### config.mk
export PLATFORM = sky130hd
export DESIGN_NAME = mpmc10_wdf_stage
export DESIGN_NICKNAME = d
export VERILOG_FILES = /design/src/rtl/mpmc10_wdf_stage.sv
export SDC_FILE = /design/constraint.sdc
export NUM_CORES = 1
export LEC_CHECK = 0
export BUFFER_PORTS_ARGS = -buffer_cell sky130_fd_sc_hd__buf_2
export CAP_MARGIN = 10
export CORE_ASPECT_RATIO = 1.75
export CORE_MARGIN = 2
export CORE_UTILIZATION = 45
export CTS_CLUSTER_SIZE = 40
export DETAILED_ROUTE_END_ITERATION = 8
export PLACE_DENSITY = 0.76
export SYNTH_ARGS = -nofsm -noshare
export SYNTH_HDL_FRONTEND = slang
export SYNTH_SLANG_ARGS = --single-unit
### constraint.sdc
create_clock -name clk -period 1.51 [get_ports clk]
set_input_delay 0.151 -clock clk [delete_from_list [all_inputs] [get_ports clk]]
set_output_delay 0.151 -clock clk [all_outputs]
set_load 0.03 [all_outputs]
### src/rtl/mpmc10_wdf_stage.sv
//------------------------------------------------------------------------------
// mpmc10_wdf_stage : single-beat write-data stage feeding the MIG write FIFO.
// Optional ready-wait timeout selected by macro MPMC10_WDF_TIMEOUT_EN.
// Revision: 1.0
//------------------------------------------------------------------------------
`default_nettype none

module mpmc10_wdf_stage #(
    parameter int WID = 16,
    parameter int TMO = 255
) (
    input  logic               clk,
    input  logic               rst_n,
    input  logic               start,
    input  logic               we,
    input  logic [WID-1:0]     mask,
    input  logic [8*WID-1:0]   dat,
    input  logic               app_wdf_rdy,
    output logic [8*WID-1:0]   app_wdf_data,
    output logic [WID-1:0]     app_wdf_mask,
    output logic               app_wdf_wren,
    output logic               app_wdf_end,
    output logic               busy,
    output logic               done,
    output logic               err
);

    localparam logic [1:0] S_IDLE  = 2'd0;
    localparam logic [1:0] S_WRITE = 2'd1;
    localparam logic [1:0] S_DONE  = 2'd2;

    logic [1:0]         r_state;
    logic [1:0]         w_next;
    logic               w_accept;
    logic               w_timeout;
    logic [8*WID-1:0]   r_data;
    logic [WID-1:0]     r_mask;

    assign w_accept = (r_state == S_IDLE) && start;

`ifdef MPMC10_WDF_TIMEOUT_EN
    localparam logic [7:0] C_TMO = 8'(TMO);

    logic [7:0] r_cnt;
    logic       r_err;

    // A ready in the same cycle as the limit wins over the timeout.
    assign w_timeout = (r_state == S_WRITE) && !app_wdf_rdy && (r_cnt == C_TMO);

    always_ff @(posedge clk) begin
        if (!rst_n) begin
            r_cnt <= 8'd0;
        end else if (w_accept && we) begin
            r_cnt <= 8'd0;
        end else if ((r_state == S_WRITE) && !app_wdf_rdy && (r_cnt != 8'hFF)) begin
            r_cnt <= r_cnt + 8'd1;
        end
    end

    always_ff @(posedge clk) begin
        if (!rst_n) begin
            r_err <= 1'b0;
        end else if (w_accept) begin
            r_err <= 1'b0;
        end else if (w_timeout) begin
            r_err <= 1'b1;
        end
    end

    assign err = r_err;
`else
    assign w_timeout = 1'b0;
    assign err       = 1'b0;
`endif

    always_ff @(posedge clk) begin
        if (!rst_n) begin
            r_state <= S_IDLE;
        end else begin
            r_state <= w_next;
        end
    end

    always_comb begin
        w_next = r_state;
        case (r_state)
            S_IDLE: begin
                if (start) begin
                    w_next = we ? S_WRITE : S_DONE;
                end
            end
            S_WRITE: begin
                if (app_wdf_rdy || w_timeout) begin
                    w_next = S_DONE;
                end
            end
            S_DONE:  w_next = S_IDLE;
            default: w_next = S_IDLE;
        endcase
    end

    always_comb begin
        app_wdf_wren = (r_state == S_WRITE);
        app_wdf_end  = (r_state == S_WRITE);
        busy         = (r_state != S_IDLE);
        done         = (r_state == S_DONE);
    end

    // Data and mask are captured only on an accepted write; reads leave them untouched.
    always_ff @(posedge clk) begin
        if (!rst_n) begin
            r_data <= '0;
            r_mask <= '0;
        end else if (w_accept && we) begin
            r_data <= dat;
            r_mask <= mask;
        end
    end

    assign app_wdf_data = r_data;
    assign app_wdf_mask = r_mask;

endmodule

`default_nettype wire

# Yosys cells after proc, flatten, opt, wreduce, memory -nomap -nowiden
# Cells that the tools add are included.
# word_totals
word_cells	16
reg_bits	146
out_inout_bits	149
# op_classes
reduce_logical	5
n_eq_ne	4
n_mux	4
# op_table
operator	n
2-to-1 mux 2 bit	3
!= test 2 bit (second input constant)	2
case mux 2 bit (2 select lines)	1
== test 2 x 1 -> 1 bit (second input constant)	1
== test 2 bit (second input constant)	1
logical AND 1 bit	2
logical NOT 2 bit	1
AND reduction 2 bit	1
nonzero test 2 bit	1

# Depth between registers and ports, before layout
# Gate-level depths: netlist of the first run.
# logic_depth
depth_word	3
ltp_mapped	5
depth_no_buf	2

# Worst setup path before layout of the first run
# OpenSTA, ideal clock, no wires.
# synth_path
path_type	register to register
from	register r_state[1]
to	register r_data[100], in the netlist app_wdf_data[100]
t_required_ps	1438
n_path_buf	3
setup_slack_ps	193
path_stages_with_launch	6
synth_period_minus_slack_ps	1317
setup_time_ps	72
arrival_time_ps	1245
path_cell_list	dfxtp_1 nor4bb_1 buf_4 buf_6 buf_6 mux2i_1
# synth_between
elab_chain_len	3
# synth_rtl
item	line	text
start, declared	32	logic [1:0] r_state;
start signal, assigned	80	r_state <= w_next;
logical NOT 2 bit	39	assign w_accept = (r_state == S_IDLE) && start;
logical AND 1 bit	39	
logical AND 1 bit	114	end else if (w_accept && we) begin
end signal, assigned	115	r_data <= dat;
end, declared	36	logic [8*WID-1:0] r_data;
# Every way passes these cells.
# A chain may end at the register's enable or synchronous reset.

# Final worst setup path of the first run
# layout_path
from	register r_state[1]
to	register r_data[42], in the netlist app_wdf_data[42]
# Same word-level chain as after synthesis.

==> results of run 1 <==
[power groups by stage]
stage	clock network (uW)	registers, uW	logic, uW
floorplan	0	4650	572
global placement	0	4240	1520
detailed placement	0	4240	1530
CTS	4790	4160	1790
global route	4950	4200	1960
finish	4720	4180	1850
[how the worst min path moves through the flow]
stage                   endpoint  cells past startpoint  slack [ns]        start
6_report         app_wdf_data[8]                      3      -0.002       dat[8]
5_1_grt          app_wdf_data[8]                      3       0.008       dat[8]
4_1_cts        app_wdf_data[120]                      3      0.0006     dat[120]
3_5_place_dp     app_wdf_mask[7]                      3        0.40      mask[7]
3_3_place_gp    app_wdf_data[12]                      3        0.40      dat[12]
2_1_floorplan         r_state[1]                      2        0.29  app_wdf_rdy
[metal layers]
layer / routed length, um / up-vias
met1: 6930 / 2769
met5: 0 / -
met3: 1060 / 97
li1: - / 2883
met4: 1400 / 0
met2: 10200 / 272
[layout make-up]
| type | count | area, um2 |
|---|---|---|
| Fill cell | 786 | 3030 |
| Sequential cell | 146 | 2920 |
| Clock inverter | 12 | 231 |
| Multi-Input combinational cell | 443 | 2620 |
| Tap cell | 168 | 210 |
| Clock buffer | 18 | 429 |
| Timing Repair Buffer | 446 | 3060 |
[stage by stage]
| stage | utilization [%] | hold slack [ns] | total power [uW] | setup WS (ns) |
|---|---|---|---|---|
| 2_1_floorplan | - | 0.291 | 5220 | 0.193 |
| 3_3_place_gp | 60.0 | 0.399 | 5750 | 0.130 |
| 3_5_place_dp | 60.0 | 0.404 | 5770 | 0.0642 |
| 4_1_cts | 75.4 | 0.000606 | 10700 | 0.0142 |
| 5_1_grt | 75.7 | 0.00772 | 11100 | -0.0258 |
| 6_report | 75.7 | -0.00157 | 10700 | 0.0627 |
[cells by family (layout without fill, tap and decap cells)]
kind of cell    count (synthesis)  after routing  synth area share [%]
simple gates                  296            296                  19.6
buf+inv                        50            476                  4.67
flops                         146            146                  50.5
compound gates                  2              2                 0.216
other cells                     1              1                0.0648
mux                           144            144                  24.9
[cell usage after synthesis]
master    instances
buf_6             6
mux2i_1         144
nor2b_1           2
nand2_1         289
nand2b_1          1
clkbuf_1         28
buf_2             6
or3b_2            1
nor4bb_1          1
o21a_1            1
or2_2             1
a21oi_1           1
buf_1             2
nor3b_1           1
dfxtp_1         146
conb_1            1
buf_4             8
[sequential cells by signal (all words and copies together) (netlist names)]
register      flops
app_wdf_mask     16
app_wdf_data    128
r_state           2
[worst reg2reg max path: cells and delay by family (launching register included)]
| family | cells | cell delay (ns) |
|---|---|---|
| DFF | 1 | 0.33 |
| buffers and inverters | 2 | 0.43 |
| and+or+nand+nor | 1 | 0.34 |
| muxes | 1 | 0.27 |
[cells in the final DEF (no fill, tap or decap), drive strengths merged]
cell and instances:
bufinv 6, inv 2, clkinv 3, dlygate4sd3 126
mux2i 144, conb 1, dfxtp 146, nor3b 1
nor4bb 1, clkinvlp 1, nor2b 2, or3b 1
nand2b 1, clkbuf 19, or2 1, a21oi 1
nand2 289, o21a 1, buf 319
[what timing repair did]
item                                    in CTS  in global routing
resized for setup                            3                  4
pin swaps                                    0                  0
endpoints found under the setup margin       1                 26
hold buffers                               126                  0
endpoints found under the hold margin      126                  0
setup buffers                                0                  4
==> reports/qor.csv, run 1 <==
metric,value,unit
Pwr per Cell Area,1140,nW/um2
largest net degree at the start of global routing,75,
failing checks,hold timing,
layout cells sized above 1,33.2,%
cells after synthesis,639,
Startpoint Class,register,
min Tclk post-route,1.45,ns
clock-pin slew on the worst setup and hold paths,0.06,ns
Synth cell types,17,
sequential power share,38.9,%
first drt pass iteration count,6,
RSZ-0062 raised after global routing,yes,
cell taking the most area after synthesis,dfxtp_1,
combinational cell fraction of total power,17.3,%
final number of setup-violating endpoints,0,
CTS tree,built,
Net Sw Power,2780,uW
fmax,691,MHz
Clock power frac,43.9,%
design area,9470,um2
FF-to-FF End,app_wdf_data[42],
Core Footprint,12500,um2
Top Usage Layer GRT,met2,
Worst Hold Class,in2reg,
Critical-path top delay cell,nor4bb_4,
max-cap viol count,0,
Rows,54,
P_leak,0.00454,uW
Yosys reg bits,146,
port bufs,296,
Max Root-Sink Buffers,2,
"Slew Viols, Final",0,
switching share of total power,25.8,%
Netlist Area Pre-Place,5790,um2
htree depth,4,
TritonCTS Buffers,17,
status,"finished, violations left",
Layout area overhead,63.6,%
final hold slack,-0.00157,ns
initial DRC count,209,
Initial Utilization,46.3,%
Die H,154,um
routed len/inst,15.9,um
"wirelength, routed",19600,um
Register-to-Register Path Depth,4,
initial antenna violation count,0,
GR Layer Usage met2,49.1,%
worst vdd ir,0.871,mV
Clock Skews,0.00816,ns
mean post-synth cell area,9.06,um2
Critical Path Sink Type,register,
critical path's top delay family,buffers and inverters,
Placed Cells,1073,
CP bufs+invs,2,
met1 Track Usage GR,27.4,%
hpwl dp,11300,um
clk root buf,clkbuf_16,
Nets,1203,
Clock Sinks,146,
Critical Path Stages,4,
Critical Path RT,1.82,ns
worst setup path start,r_state[1],
Vias/cell,4.88,
area share of the largest cell type after synthesis,50.5,%
Post-DRT Antenna Nets,0,
cell-internal power,7970,uW
syn_nets,788,
period utilisation layout,95.8,%
die area,13800,um2
crit-path max cell delay,0.34,ns
M3 GR Usage,6.61,%
Ys Warns,0,
reg2reg start,r_state[1],
register area share after synthesis,50.5,%
setup_tns,0,ns
I/O pin count,298,
Worst EP arrival,1.76,ns
maximum fanout along the worst path,21,
post-route insts no fill,1233,
# diodes,0,
Worst Setup EP,app_wdf_data[42],
R2R setup slack,0.06,ns
Vias,6021,
drc violations,0,
vias in the first global route,6232,
GP Congestion,0.879,
Tot GR Track Use,27.4,%
top post-synthesis cells by area,"dfxtp_1, mux2i_1, nand2_1, clkbuf_1, buf_6",
first-pass GRT wire length,30600,um
clock insertion delay at the later pin of the skew report,0.40,ns
grt ovf,0,
Die Span X,89.7,um
Hold Fails Final Rpt,1,
CP Class,reg2reg,
Post-DP Area,7490,um2
worst path cell trace,nor4bb_4 -> buf_6 -> buf_12 -> mux2i_1,
No activity file was read; power rests on OpenSTA's default activity.
==> inputs of run 2 (changes only) <==
--- a/config.mk
+++ b/config.mk
@@ -12,6 +12,7 @@
 export CORE_UTILIZATION = 45
 export CTS_CLUSTER_SIZE = 40
 export DETAILED_ROUTE_END_ITERATION = 8
+export MAX_ROUTING_LAYER = met4
 export PLACE_DENSITY = 0.76
 export SYNTH_ARGS = -nofsm -noshare
 export SYNTH_HDL_FRONTEND = slang
==> run 2 against run 1 <==
  * The flow still finishes with violations (hold timing)
  * Design area is essentially flat
  * Maximum frequency shrank 0.63%
  * Sequential share of layout area is essentially flat
  * Critical path type unchanged
  * Sequential power is essentially flat
  * Clock power is essentially flat
  * Worst hold slack is essentially flat
  * Sequential cell count is the same
  * Via count grew 0.71%
==> reports/qor.csv, run 2 (same netlist as run 1, synthesis figures left out) <==
metric,value,unit
Register-to-Register Path Depth,4,
final number of setup-violating endpoints,0,
Post-DRT Antenna Nets,0,
Hold Fails Final Rpt,1,
Vias/cell,4.92,
Worst EP arrival,1.77,ns
clock insertion delay at the later pin of the skew report,0.40,ns
CP bufs+invs,2,
Critical Path Stages,4,
Placed Cells,1073,
Clock Sinks,146,
"most common cell after layout, fill and taps aside",buf_2,
most frequent cells in the layout,"buf_2, nand2_1, dfxtp_1",
setup_tns,0,ns
routed len/inst,15.9,um
layout cells sized above 1,33.3,%
max-cap viol count,0,
Worst Hold Class,in2reg,
Core Footprint,12500,um2
final hold slack,-0.00161,ns
clk root buf,clkbuf_16,
GP Congestion,0.894,
Critical-path top delay cell,nor4bb_4,
TritonCTS Buffers,17,
period utilisation layout,96.5,%
P_leak,0.00454,uW
Pwr per Cell Area,1140,nW/um2
first drt pass iteration count,4,
Die Span X,89.7,um
"wirelength, routed",19600,um
Critical Path Sink Type,register,
Pwr Total,10800,uW
hpwl dp,11300,um
worst vdd ir,0.869,mV
maximum fanout along the worst path,21,
CP Class,reg2reg,
max reg flops,128,
die area,13800,um2
worst path cell trace,nor4bb_4 -> buf_6 -> buf_12 -> mux2i_1,
port bufs,296,
Critical Path RT,1.82,ns
critical path's top delay family,buffers and inverters,
Clock Skews,0.00720,ns
htree depth,4,
largest net degree at the start of global routing,75,
CTS tree,built,
Initial Utilization,46.3,%
grt ovf,0,
crit-path max cell delay,0.34,ns
status,"finished, violations left",
Max Root-Sink Buffers,2,
vias in the first global route,6251,
Layout area overhead,63.5,%
first-pass GRT wire length,30600,um
Vias,6064,
fmax,687,MHz
drc violations,0,
RSZ-0062 raised after global routing,yes,
I/O pin count,298,
Startpoint Class,register,
"Slew Viols, Final",0,
Nets,1202,
Tot GR Track Use,28.2,%
Worst Hold Depth,3,
initial antenna violation count,0,
# diodes,0,
Die H,154,um
post-route insts no fill,1232,
Rows,54,
min Tclk post-route,1.46,ns
clock-pin slew on the worst setup and hold paths,0.06,ns
initial DRC count,212,
failing checks,hold timing,
## run 2: stage by stage
| step | hold slack (ns) | area [um2] | utilization, % | worst slack [ns] |
|---|---|---|---|---|
| 2_1_floorplan | 0.291 | 5790 | - | 0.193 |
| 3_3_place_gp | 0.399 | 7490 | 60.0 | 0.130 |
| 3_5_place_dp | 0.404 | 7490 | 60.0 | 0.0642 |
| 4_1_cts | 0.000606 | 9420 | 75.4 | 0.0142 |
| 5_1_grt | 0.00727 | 9460 | 75.7 | -0.0307 |
| 6_report | -0.00161 | 9460 | 75.7 | 0.0535 |
## run 2: area by class of cell
type	instances	area (um2)
sequential	146	2920
tap	168	210
timing repair buffer	445	3050
fill	784	3040
clock inverter	12	231
clock buffer	18	429
multi-input combinational	443	2620
## run 2: worst paths after layout
check | startpoint | end | slack (ns)
max reg2reg | r_state[1] | app_wdf_data[42] | 0.05
min reg2reg | app_wdf_data[38] | app_wdf_data[38] | 0.45
min | dat[8] | app_wdf_data[8] | -0.002
max | r_state[1] | app_wdf_data[42] | 0.05
## run 2: tightest hold or removal path, cell delays in order
cell and delay [ns]:
buf_2 0.10, nand2_1 0.05, mux2i_1 0.06
## run 2: timing repair
action / 4_1_cts / 5_1_grt
gates cloned: 0 / 0
hold buffers: 126 / 0
setup buffers: 0 / 3
gates resized for setup: 3 / 5
endpoints found under the setup margin: 1 / 26
hold endpoints to repair: 126 / 0
## run 2: layer usage
metal	wire length (um)	track usage, %	share of wire (%)	vias up
met3	907	5.73	4.6	102
met2	10300	49.1	52	278
met4	1380	20.0	7.0	0
li1	-	-	-	2882
met5	0	-	0	-
met1	7080	28.0	36	2802
## run 2: where the power goes
part,switching [uW],internal [uW]
logic,1050,805
clock network,1630,3100
registers,113,4060
total,2790,7970
